===== src/rtl/pat_pkg.sv =====
// Shared geometry and types for the pattern-buffer scheduler.
//
// Purpose : ring geometry of the pattern buffers (buffer index width, field
//           index width, field data width), derived counts, the memory
//           address layout {buffer, field}, and the round-robin owner type
//           used by the shared memory port arbiter.
// Ports   : none (package).
package pat_pkg;

  localparam int BUFP_W   = 3;
  localparam int FIELDP_W = 5;
  localparam int BUF_W    = 8;

  localparam int NBUF   = 1 << BUFP_W;
  localparam int NFIELD = 1 << FIELDP_W;
  localparam int ADDR_W = BUFP_W + FIELDP_W;

  // Memory address: buffer index in the upper bits, field index below it.
  typedef struct packed {
    logic [BUFP_W-1:0]   buf_idx;
    logic [FIELDP_W-1:0] field_idx;
  } field_addr_t;

  // Which stream was granted the shared port most recently.
  typedef enum logic {
    RR_LOADER_LAST  = 1'b0,
    RR_DRAINER_LAST = 1'b1
  } rr_last_e;

endpackage


===== src/rtl/pat_buf_mem.sv =====
// Field memory for the pattern buffers: one read-only port and one shared
// read/write port, both with registered read data.
//
// Ports:
//   clk, rst_n       clock and asynchronous active-low reset (read regs only)
//   a_addr, a_rdata  read-only port, data valid one cycle after the address
//   b_addr           shared port address
//   b_we, b_wdata    shared port write strobe and data
//   b_re, b_rdata    shared port read strobe; b_rdata updates only on b_re
//                    and otherwise holds its last value
//
// A write on port B and a read on port A to the same address in one cycle
// returns the previous contents on port A. The array itself is not reset.
module pat_buf_mem
  import pat_pkg::*;
#(
  parameter int AW = ADDR_W,
  parameter int DW = BUF_W
) (
  input  logic          clk,
  input  logic          rst_n,
  input  logic [AW-1:0] a_addr,
  output logic [DW-1:0] a_rdata,
  input  logic [AW-1:0] b_addr,
  input  logic          b_we,
  input  logic [DW-1:0] b_wdata,
  input  logic          b_re,
  output logic [DW-1:0] b_rdata
);

  logic [DW-1:0] mem [0:(1<<AW)-1];

  // Storage array; no reset so it maps onto a RAM macro.
  always_ff @(posedge clk) begin
    if (b_we) begin
      mem[b_addr] <= b_wdata;
    end
  end

  // Port A reads every cycle; non-blocking update gives old-data behaviour.
  always_ff @(posedge clk or negedge rst_n) begin
    if (!rst_n) begin
      a_rdata <= '0;
    end else begin
      a_rdata <= mem[a_addr];
    end
  end

  // Port B read register holds between reads, so it doubles as the output
  // data register of the drain stream.
  always_ff @(posedge clk or negedge rst_n) begin
    if (!rst_n) begin
      b_rdata <= '0;
    end else if (b_re) begin
      b_rdata <= mem[b_addr];
    end
  end

endmodule


===== src/rtl/pat_buf_sched.sv =====
// Pattern-buffer scheduler: moves each buffer of a ring through
// load -> core processing -> drain.
//
// Ports:
//   clk, rst_n               clock, asynchronous active-low reset
//   in_data/in_valid         loader stream; in_ready = field accepted
//   out_data/out_valid       drained fields (registered); out_ready = taken
//   bufp, buf_avail          buffer owned by the core and whether it is filled
//   proc_done                core releases bufp (1-cycle pulse)
//   fieldp, field_rdata      core read index and registered read data
//   fieldwp/field_we/field_wdata  core write index, strobe and data
//   err_done                 sticky: proc_done arrived with no buffer owned
module pat_buf_sched
  import pat_pkg::*;
(
  input  logic                clk,
  input  logic                rst_n,
  input  logic [BUF_W-1:0]    in_data,
  input  logic                in_valid,
  output logic                in_ready,
  output logic [BUF_W-1:0]    out_data,
  output logic                out_valid,
  input  logic                out_ready,
  output logic [BUFP_W-1:0]   bufp,
  output logic                buf_avail,
  input  logic                proc_done,
  input  logic [FIELDP_W-1:0] fieldp,
  input  logic [FIELDP_W-1:0] fieldwp,
  input  logic                field_we,
  input  logic [BUF_W-1:0]    field_wdata,
  output logic [BUF_W-1:0]    field_rdata,
  output logic                err_done
);

  localparam int CNT_W = BUFP_W + 1;

  logic [BUFP_W-1:0]   fill_ptr, proc_ptr, drain_ptr;
  logic [FIELDP_W-1:0] fill_idx, drain_idx;
  logic [CNT_W-1:0]    cnt_full, cnt_done, cnt_free;
  rr_last_e            rr_last;

  logic core_wr, load_req, drain_req, load_gnt, drain_gnt;
  logic fill_last, drain_last, proc_ok;

  field_addr_t a_addr, b_addr;
  logic        b_we;
  logic [BUF_W-1:0] b_wdata;

  // The partially filled buffer is still counted as free.
  assign cnt_free  = CNT_W'(NBUF) - cnt_full - cnt_done;
  assign buf_avail = (cnt_full != '0);
  assign bufp      = proc_ptr;

  assign core_wr   = field_we && buf_avail;
  assign load_req  = in_valid && (cnt_free != '0);
  assign drain_req = (cnt_done != '0) && (!out_valid || out_ready);
  assign proc_ok   = proc_done && buf_avail;

  // Core writes always win the shared port; otherwise the stream that did
  // not win last time gets it when both ask.
  always_comb begin
    load_gnt  = 1'b0;
    drain_gnt = 1'b0;
    if (!core_wr) begin
      if (load_req && drain_req) begin
        if (rr_last == RR_LOADER_LAST) begin
          drain_gnt = 1'b1;
        end else begin
          load_gnt = 1'b1;
        end
      end else begin
        load_gnt  = load_req;
        drain_gnt = drain_req;
      end
    end
  end

  assign in_ready   = load_gnt;
  assign fill_last  = load_gnt && (&fill_idx);
  assign drain_last = drain_gnt && (&drain_idx);

  // Shared port steering: write from core or loader, otherwise drain read.
  always_comb begin
    b_addr  = '{buf_idx: drain_ptr, field_idx: drain_idx};
    b_we    = 1'b0;
    b_wdata = field_wdata;
    if (core_wr) begin
      b_addr = '{buf_idx: proc_ptr, field_idx: fieldwp};
      b_we   = 1'b1;
    end else if (load_gnt) begin
      b_addr  = '{buf_idx: fill_ptr, field_idx: fill_idx};
      b_we    = 1'b1;
      b_wdata = in_data;
    end
  end

  assign a_addr = '{buf_idx: proc_ptr, field_idx: fieldp};

  pat_buf_mem #(.AW(ADDR_W), .DW(BUF_W)) u_mem (
    .clk     (clk),
    .rst_n   (rst_n),
    .a_addr  (a_addr),
    .a_rdata (field_rdata),
    .b_addr  (b_addr),
    .b_we    (b_we),
    .b_wdata (b_wdata),
    .b_re    (drain_gnt),
    .b_rdata (out_data)
  );

  // Ring pointers and field indices; pointers wrap naturally at NBUF.
  always_ff @(posedge clk or negedge rst_n) begin
    if (!rst_n) begin
      fill_ptr  <= '0;
      proc_ptr  <= '0;
      drain_ptr <= '0;
      fill_idx  <= '0;
      drain_idx <= '0;
    end else begin
      if (load_gnt) begin
        fill_idx <= fill_idx + FIELDP_W'(1);
      end
      if (fill_last) begin
        fill_ptr <= fill_ptr + BUFP_W'(1);
      end
      if (proc_ok) begin
        proc_ptr <= proc_ptr + BUFP_W'(1);
      end
      if (drain_gnt) begin
        drain_idx <= drain_idx + FIELDP_W'(1);
      end
      if (drain_last) begin
        drain_ptr <= drain_ptr + BUFP_W'(1);
      end
    end
  end

  // Occupancy counters take every coinciding event in the same cycle.
  always_ff @(posedge clk or negedge rst_n) begin
    if (!rst_n) begin
      cnt_full <= '0;
      cnt_done <= '0;
    end else begin
      cnt_full <= cnt_full + CNT_W'(fill_last) - CNT_W'(proc_ok);
      cnt_done <= cnt_done + CNT_W'(proc_ok) - CNT_W'(drain_last);
    end
  end

  // Arbiter history, output valid flag and the sticky protocol error.
  always_ff @(posedge clk or negedge rst_n) begin
    if (!rst_n) begin
      rr_last   <= RR_LOADER_LAST;
      out_valid <= 1'b0;
      err_done  <= 1'b0;
    end else begin
      if (drain_gnt) begin
        rr_last <= RR_DRAINER_LAST;
      end else if (load_gnt) begin
        rr_last <= RR_LOADER_LAST;
      end
      if (drain_gnt) begin
        out_valid <= 1'b1;
      end else if (out_ready) begin
        out_valid <= 1'b0;
      end
      if (proc_done && !buf_avail) begin
        err_done <= 1'b1;
      end
    end
  end

endmodule

===== config.mk =====
export PLATFORM = sky130hd
export DESIGN_NAME = pat_buf_sched
export DESIGN_NICKNAME = d
export VERILOG_FILES = /design/src/rtl/pat_pkg.sv /design/src/rtl/pat_buf_mem.sv /design/src/rtl/pat_buf_sched.sv
export SDC_FILE = /design/constraint.sdc
export NUM_CORES = 2
export LEC_CHECK = 0
export CORE_MARGIN = 3
export CORE_UTILIZATION = 50
export CTS_BUF_LIST = sky130_fd_sc_hd__clkbuf_4 sky130_fd_sc_hd__clkbuf_8 sky130_fd_sc_hd__clkbuf_16
export DETAILED_ROUTE_END_ITERATION = 12
export PLACE_DENSITY = 0.75
export SYNTH_ARGS = -nofsm -noshare
export SYNTH_HDL_FRONTEND = slang
export SYNTH_SLANG_ARGS = --single-unit

===== constraint.sdc =====
create_clock -name clk -period 6.3 [get_ports clk]
set_input_delay 1.26 -clock clk [delete_from_list [all_inputs] [get_ports clk]]
set_output_delay 1.26 -clock clk [all_outputs]
set_load 0.05 [all_outputs]

* Word-level counts from Yosys, hierarchy flattened
Memory sizes are Yosys's and may differ from the RTL's. A register that Yosys moved wholly into a read port is not among the register bits. Cells that the tools add are included.
Storage, ports and cells: flip-flop bits (word level) 30, bits in writable memories 2048, output and inout bits 23, memories kept 1
Memories:
- u_mem.mem | depth 256, bits a word 8, read ports 2, clocked after memory_dff 2, wr ports 1, RTL line pat_buf_mem.sv:31 | logic [DW-1:0] mem [0:(1<<AW)-1];
Operators by class: add/subtract/negate cells 11, mux-type cells 18, reductions and logical operators 20
Operators with widths (count):
- $mux 8 | 4
- $mux 1 | 14
- $reduce_bool 4->1 | 3
- $add 5x1->5 const B | 2
- $reduce_and 5->1 | 2
- $add 3x1->3 const B | 3
- $add 4x1->4 | 2
- $logic_and 1x1->1 | 8
- $sub 4x1->4 | 2
- $logic_not 1->1 | 4
- $reduce_bool 2->1 | 2
- $sub 4x4->4 | 1
- $sub 4x4->4 const A | 1
- $logic_or 1x1->1 | 1

* Logic depth before layout (Yosys ltp)
depth after elaboration 11, gate-level depth with buffers 20

* Modules after synthesis
A second synthesis with hierarchy kept.
Unflattened totals: cell total of the unflattened synthesis 5036, area total of the unflattened synthesis 98704.7 um^2
Modules (own cells, without submodules):
- pat_buf_mem | instances 1, cells an instance 4871, area each 96782.8 um^2
- pat_buf_sched | instances 1, cells an instance 165, area each 1921.8 um^2

* Worst setup path after synthesis
Ideal clock, no wire load.
path type reg-to-reg, from register cnt_full[1], to memory u_mem.mem[0][0] (netlist name), data pin, library setup time 820 ps, data arrival time 6341 ps, slack -861 ps, stages on the path, launching flop included 14, path buffers 3, cell sequence dfrtp_1 -> ha_1 -> inv_1 -> ha_1 -> fa_1 -> xor2_1 -> xor2_1 -> o211ai_4 -> inv_2 -> buf_6 -> clkbuf_1 -> clkbuf_1 -> nand2_1 -> nand2_1
On the way: cells in the longest elaborated chain, start to end 9
Ends and longest elaborated chain:
- start, declared | RTL line pat_buf_sched.sv:39 | logic [CNT_W-1:0] cnt_full, cnt_done, cnt_free;
- start signal, assigned | RTL line pat_buf_sched.sv:144 | cnt_full <= cnt_full + CNT_W'(fill_last) - CNT_W'(proc_ok);
- $sub 4x4->4 (2 in series) | RTL line pat_buf_sched.sv:50 | assign cnt_free = CNT_W'(NBUF) - cnt_full - cnt_done;
- $reduce_bool 4->1 | RTL line pat_buf_sched.sv:55 | assign load_req = in_valid && (cnt_free != '0);
- $logic_and 1x1->1 | RTL line pat_buf_sched.sv:55
- $logic_and 1x1->1 | RTL line pat_buf_sched.sv:65 | if (load_req && drain_req) begin
- $mux 1 | RTL line pat_buf_sched.sv:65
- $mux 1 (*) | RTL line pat_buf_sched.sv:64 | if (!core_wr) begin
- via in_ready | RTL line pat_buf_sched.sv:20 | output logic in_ready,
- $mux 8 (*) | RTL line pat_buf_sched.sv:90 | end else if (load_gnt) begin
- $mux 8 (*) | RTL line pat_buf_sched.sv:87 | if (core_wr) begin
- via b_wdata[0] | RTL line pat_buf_sched.sv:47 | logic [BUF_W-1:0] b_wdata;
- end, declared | RTL line pat_buf_mem.sv:31
Mark *: on every way through the listed nets, which the timed path passes. The rest lies on a longest branch.

* Worst setup path in the final report
from register cnt_full[1], to register u_mem.b_rdata[6], read port of u_mem.mem
On the way: cells in the longest elaborated chain, start to end 9
Ends and longest elaborated chain:
- $sub 4x4->4 (2 in series) | RTL line pat_buf_sched.sv:50
- $reduce_bool 4->1 | RTL line pat_buf_sched.sv:55
- $logic_and 1x1->1 | RTL line pat_buf_sched.sv:55
- $logic_and 1x1->1 | RTL line pat_buf_sched.sv:65
- $mux 1 | RTL line pat_buf_sched.sv:65
- $mux 1 | RTL line pat_buf_sched.sv:64
- $mux 8 | RTL line pat_buf_sched.sv:90
- $mux 8 | RTL line pat_buf_sched.sv:87
- end, declared | RTL line pat_buf_mem.sv:28 | output logic [DW-1:0] b_rdata
Several ways; a longest one is shown, not always the timed one. A chain may end at the register's enable or synchronous reset.

==> impl_metrics.ini <==
[clock_tree]
cts-root-buf = clkbuf_16
clock_sinks = 2094
h-tree-depth = 4
clk_latency_ns = 0.90
cts_tree = yes
path_clk_slew_ns = 0.07
clockBufferDepth = 3
cts_buffers = 206
holdBufCountCts = 0

[drt]
drc = 0
drt-met1-wl_um = 121000
detail_route.iter0.violations = 14007
drt_wl_total_um = 371000
wire_per_inst_um = 37.9
antenna_left = 0
avgViaCountPerCell = 7.25
met2RoutedLength_um = 156000
met3WireLength_um = 64700
via_count = 70933
top_layer_used = met5
dr.pass1.iters = 9

[global_routing]
grt-ovfl-total = 0
grt_pass1_vias = 66780
grt_start_max_net_pins = 139
grt_usage_pct = 36.0
grt_antenna_before_repair = 54
grt_pass1_wl_um = 517000

[worst_hold_path]
hold_path.startpoint = err_done
hold_path_class = reg -> reg

[setup_path]
worst-path-stages = 17
regToRegSetupSlack_ns = 0.15
crit_chain = ha_1 -> inv_1 -> ha_1 -> fa_1 -> or3_1 -> o211ai_4 -> inv_2 -> a221o_4 -> buf_4 -> nor2_4 -> buf_12 -> a32oi_1 -> nand4_1 -> o2111a_1 -> nand4_1 -> nor4_2 -> a31oi_1
critical-path-slowest-cell = a221o_4
crit_arrival_ns = 6.88
rr_endpoint = u_mem.b_rdata[6]
crit_fanout = 21
crit_family = simple AND/OR/NAND/NOR gates
critPathLaunch = cnt_full[1]
cpPeakStageDelay_ns = 0.61
worstSetupEndpointType = flip-flop
setup.worst_path.end = u_mem.b_rdata[6]
crit_path_start_kind = flip-flop
critPathKind = reg -> reg
required_ns = 7.03
cp_num_buf_inv = 4
r2r_start = cnt_full[1]
rr_worst_depth = 17

[timing]
slew_viol_final = 0
final.setup_skew_ns = 0.0549
max_freq_mhz = 163
setup-violations-final = 0
hold_viol = 0
setup_slack_ns = 0.152
rsz0062_at_grt = false
max-slew-margin-rel_pct = 9.74
fin_crit_ns = 6.15
period_share_pct = 97.6
tightestPinTransition_ns = 1.35

[floorplan]
core_area_um2 = 196000
die-area_um2 = 203000
io_pins = 55
die_x_um = 450
start_util_pct = 50.5
die-height_um = 450
rows = 162

[yosys]
ys.warnings.count = 0
syn_nets = 6630
synth-async-reset-ratio_pct = 2.20
yosys-top-cells-area = edfxtp_1 (62%), mux4_2 (17%), nand2_1 (5.1%), mux2i_1 (3.1%), nand3_1 (2.0%)
synth_area_leader_cell = edfxtp_1
ys_types = 74
ys_ff_latch = 2094
syn_avg_cell_area_um2 = 15.0
synth_top_cell_area_share_pct = 62.3
synth-edff-count = 2048
syn_inst = 6574
syn_area_um2 = 98800
seq_area_frac_synth_pct = 63.4
synth_ff_type = edfxtp_1

[power_and_ir_drop]
powerDensity_nw_per_um2 = 456
seqPwrFrac_pct = 33.3
swShare_pct = 41.5
leakage_nw = 38.5
power_frac_clock_pct = 24.7
peakVddDrop_v = 0.000472
pwr-share-comb_pct = 41.9
p_int_w = 0.0304
p_sw_w = 0.0215

[place]
dp_hpwl_um = 250000
place_congestion = 1.05
place_ws_ns = -0.488
port_buffers = 54
dpl_cell_area_um2 = 107000

[run_status]
status = finished, final reports clean

[cells_and_area]
stdcell_area_um2 = 114000
fillCellCount = 14483
area_growth_pct = 15.2
nets = 7030
drive_gt1_share_pct = 25.1
final_core_util_pct = 58.2

[flow_run]
cap_viol_max_count = 0
-- sequential cells by signal, summed over array words and instances, names as in the netlist --
register       flops
drain_idx          5
drain_ptr          3
err_done           1
fill_idx           5
u_mem.a_rdata      8
out_valid          1
u_mem.mem       2048
rr_last            1
u_mem.b_rdata      8
bufp               3
cnt_full           4
fill_ptr           3
cnt_done           4
-- cell usage after synthesis, drive strengths merged, types with 21 or more instances --
master / count
clkbuf: 233
nor2: 283
a21oi: 83
a31oi: 109
buf: 283
o21ai: 50
and3: 47
mux2i: 306
inv: 27
nand3: 391
nand2: 1348
edfxtp: 2048
nor3: 27
a32oi: 122
o22ai: 94
a311oi: 31
nand4: 125
dfrtp: 46
ha: 21
mux4: 728
-- how the worst min path moves through the flow --
stage,end,cells after the start,slack (ns)
2_1_floorplan,fill_idx[3],1,0.48
3_3_place_gp,err_done,1,0.44
3_5_place_dp,err_done,1,0.45
4_1_cts,err_done,1,0.47
5_1_grt,err_done,1,0.47
6_report,err_done,1,0.46
-- metal layers --
| layer | global-route usage (%) | up-vias |
|---|---|---|
| met5 | 0 | - |
| met4 | 21.7 | 40 |
| met3 | 14.7 | 1428 |
| met2 | 50.8 | 7290 |
| met1 | 46.8 | 35223 |
| li1 | - | 26952 |
-- stage by stage --
stage	instances	total power [W]	hold WS [ns]	setup TNS [ns]
5_1_grt	9776	0.0526	0.474	0
6_report	9788	0.0519	0.463	0
2_1_floorplan	6574	0.0283	0.479	0
3_5_place_dp	9381	0.0380	0.452	-0.488
4_1_cts	9771	0.0506	0.467	0
3_3_place_gp	9381	0.0377	0.439	-0.306
-- power groups by stage --
stage | Combinational, W | Sequential [W] | Clock [W]
after floorplan | 0.0105 | 0.0178 | 0
after global placement | 0.0202 | 0.0175 | 0
after detailed placement | 0.0204 | 0.0176 | 0
after CTS | 0.0206 | 0.0173 | 0.0128
after global routing | 0.0219 | 0.0173 | 0.0134
final | 0.0218 | 0.0173 | 0.0128
-- cell type report --
cell class	count	area (µm²)	area share (%)
diodes	13	32.5	0.0286
clock buffers	241	5440	4.78
clock inverters	144	1580	1.39
inverters	27	101	0.0891
multi-input cells	3938	34200	30.0
flip-flops and latches	2094	62700	55.1
well taps	2624	3280	2.88
repair buffers	707	6550	5.76
-- logic make-up (layout without fill, tap and decap cells) --
family | after synthesis | in the layout | share of synthesized area (%)
DFF | 2094 | 2094 | 63.4
muxes | 1038 | 1038 | 19.7
buffers and inverters | 543 | 1119 | 2.35
and+or+nand+nor | 2259 | 2259 | 9.70
other | 0 | 13 | 0
adders and majority gates | 24 | 24 | 0.327
AOI/OAI and AO/OA | 596 | 597 | 4.29
xor gates and xnor gates | 20 | 20 | 0.177
-- cell usage in the layout (no fill, tap or decap), types with 23 or more instances in the layout --
master	n
edfxtp_1	2048
nand2_1	1340
mux4_2	728
buf_4	565
nand3_1	387
mux2i_1	305
nor2_1	268
clkbuf_16	206
nand4_1	125
a32oi_1	122
a31oi_1	108
o22ai_1	94
buf_12	88
a21oi_1	83
clkinv_2	50
o21ai_0	48
clkdlybuf4s50_1	48
and3_1	47
dfrtp_1	45
clkinv_1	37
clkbuf_4	32
a311oi_1	31
inv_1	26
nor3_1	26
bufinv_16	23
-- timing repair --
| item | CTS | global route |
|---|---|---|
| setup endpoints to repair | 1 | 5 |
| pin swaps | 2 | 2 |
| gates resized for setup | 1 | 5 |
| buffers inserted | 5 | 3 |
| cloned | 0 | 1 |
| hold endpoints to repair | 0 | 0 |
(Power assumes the default switching activity.)
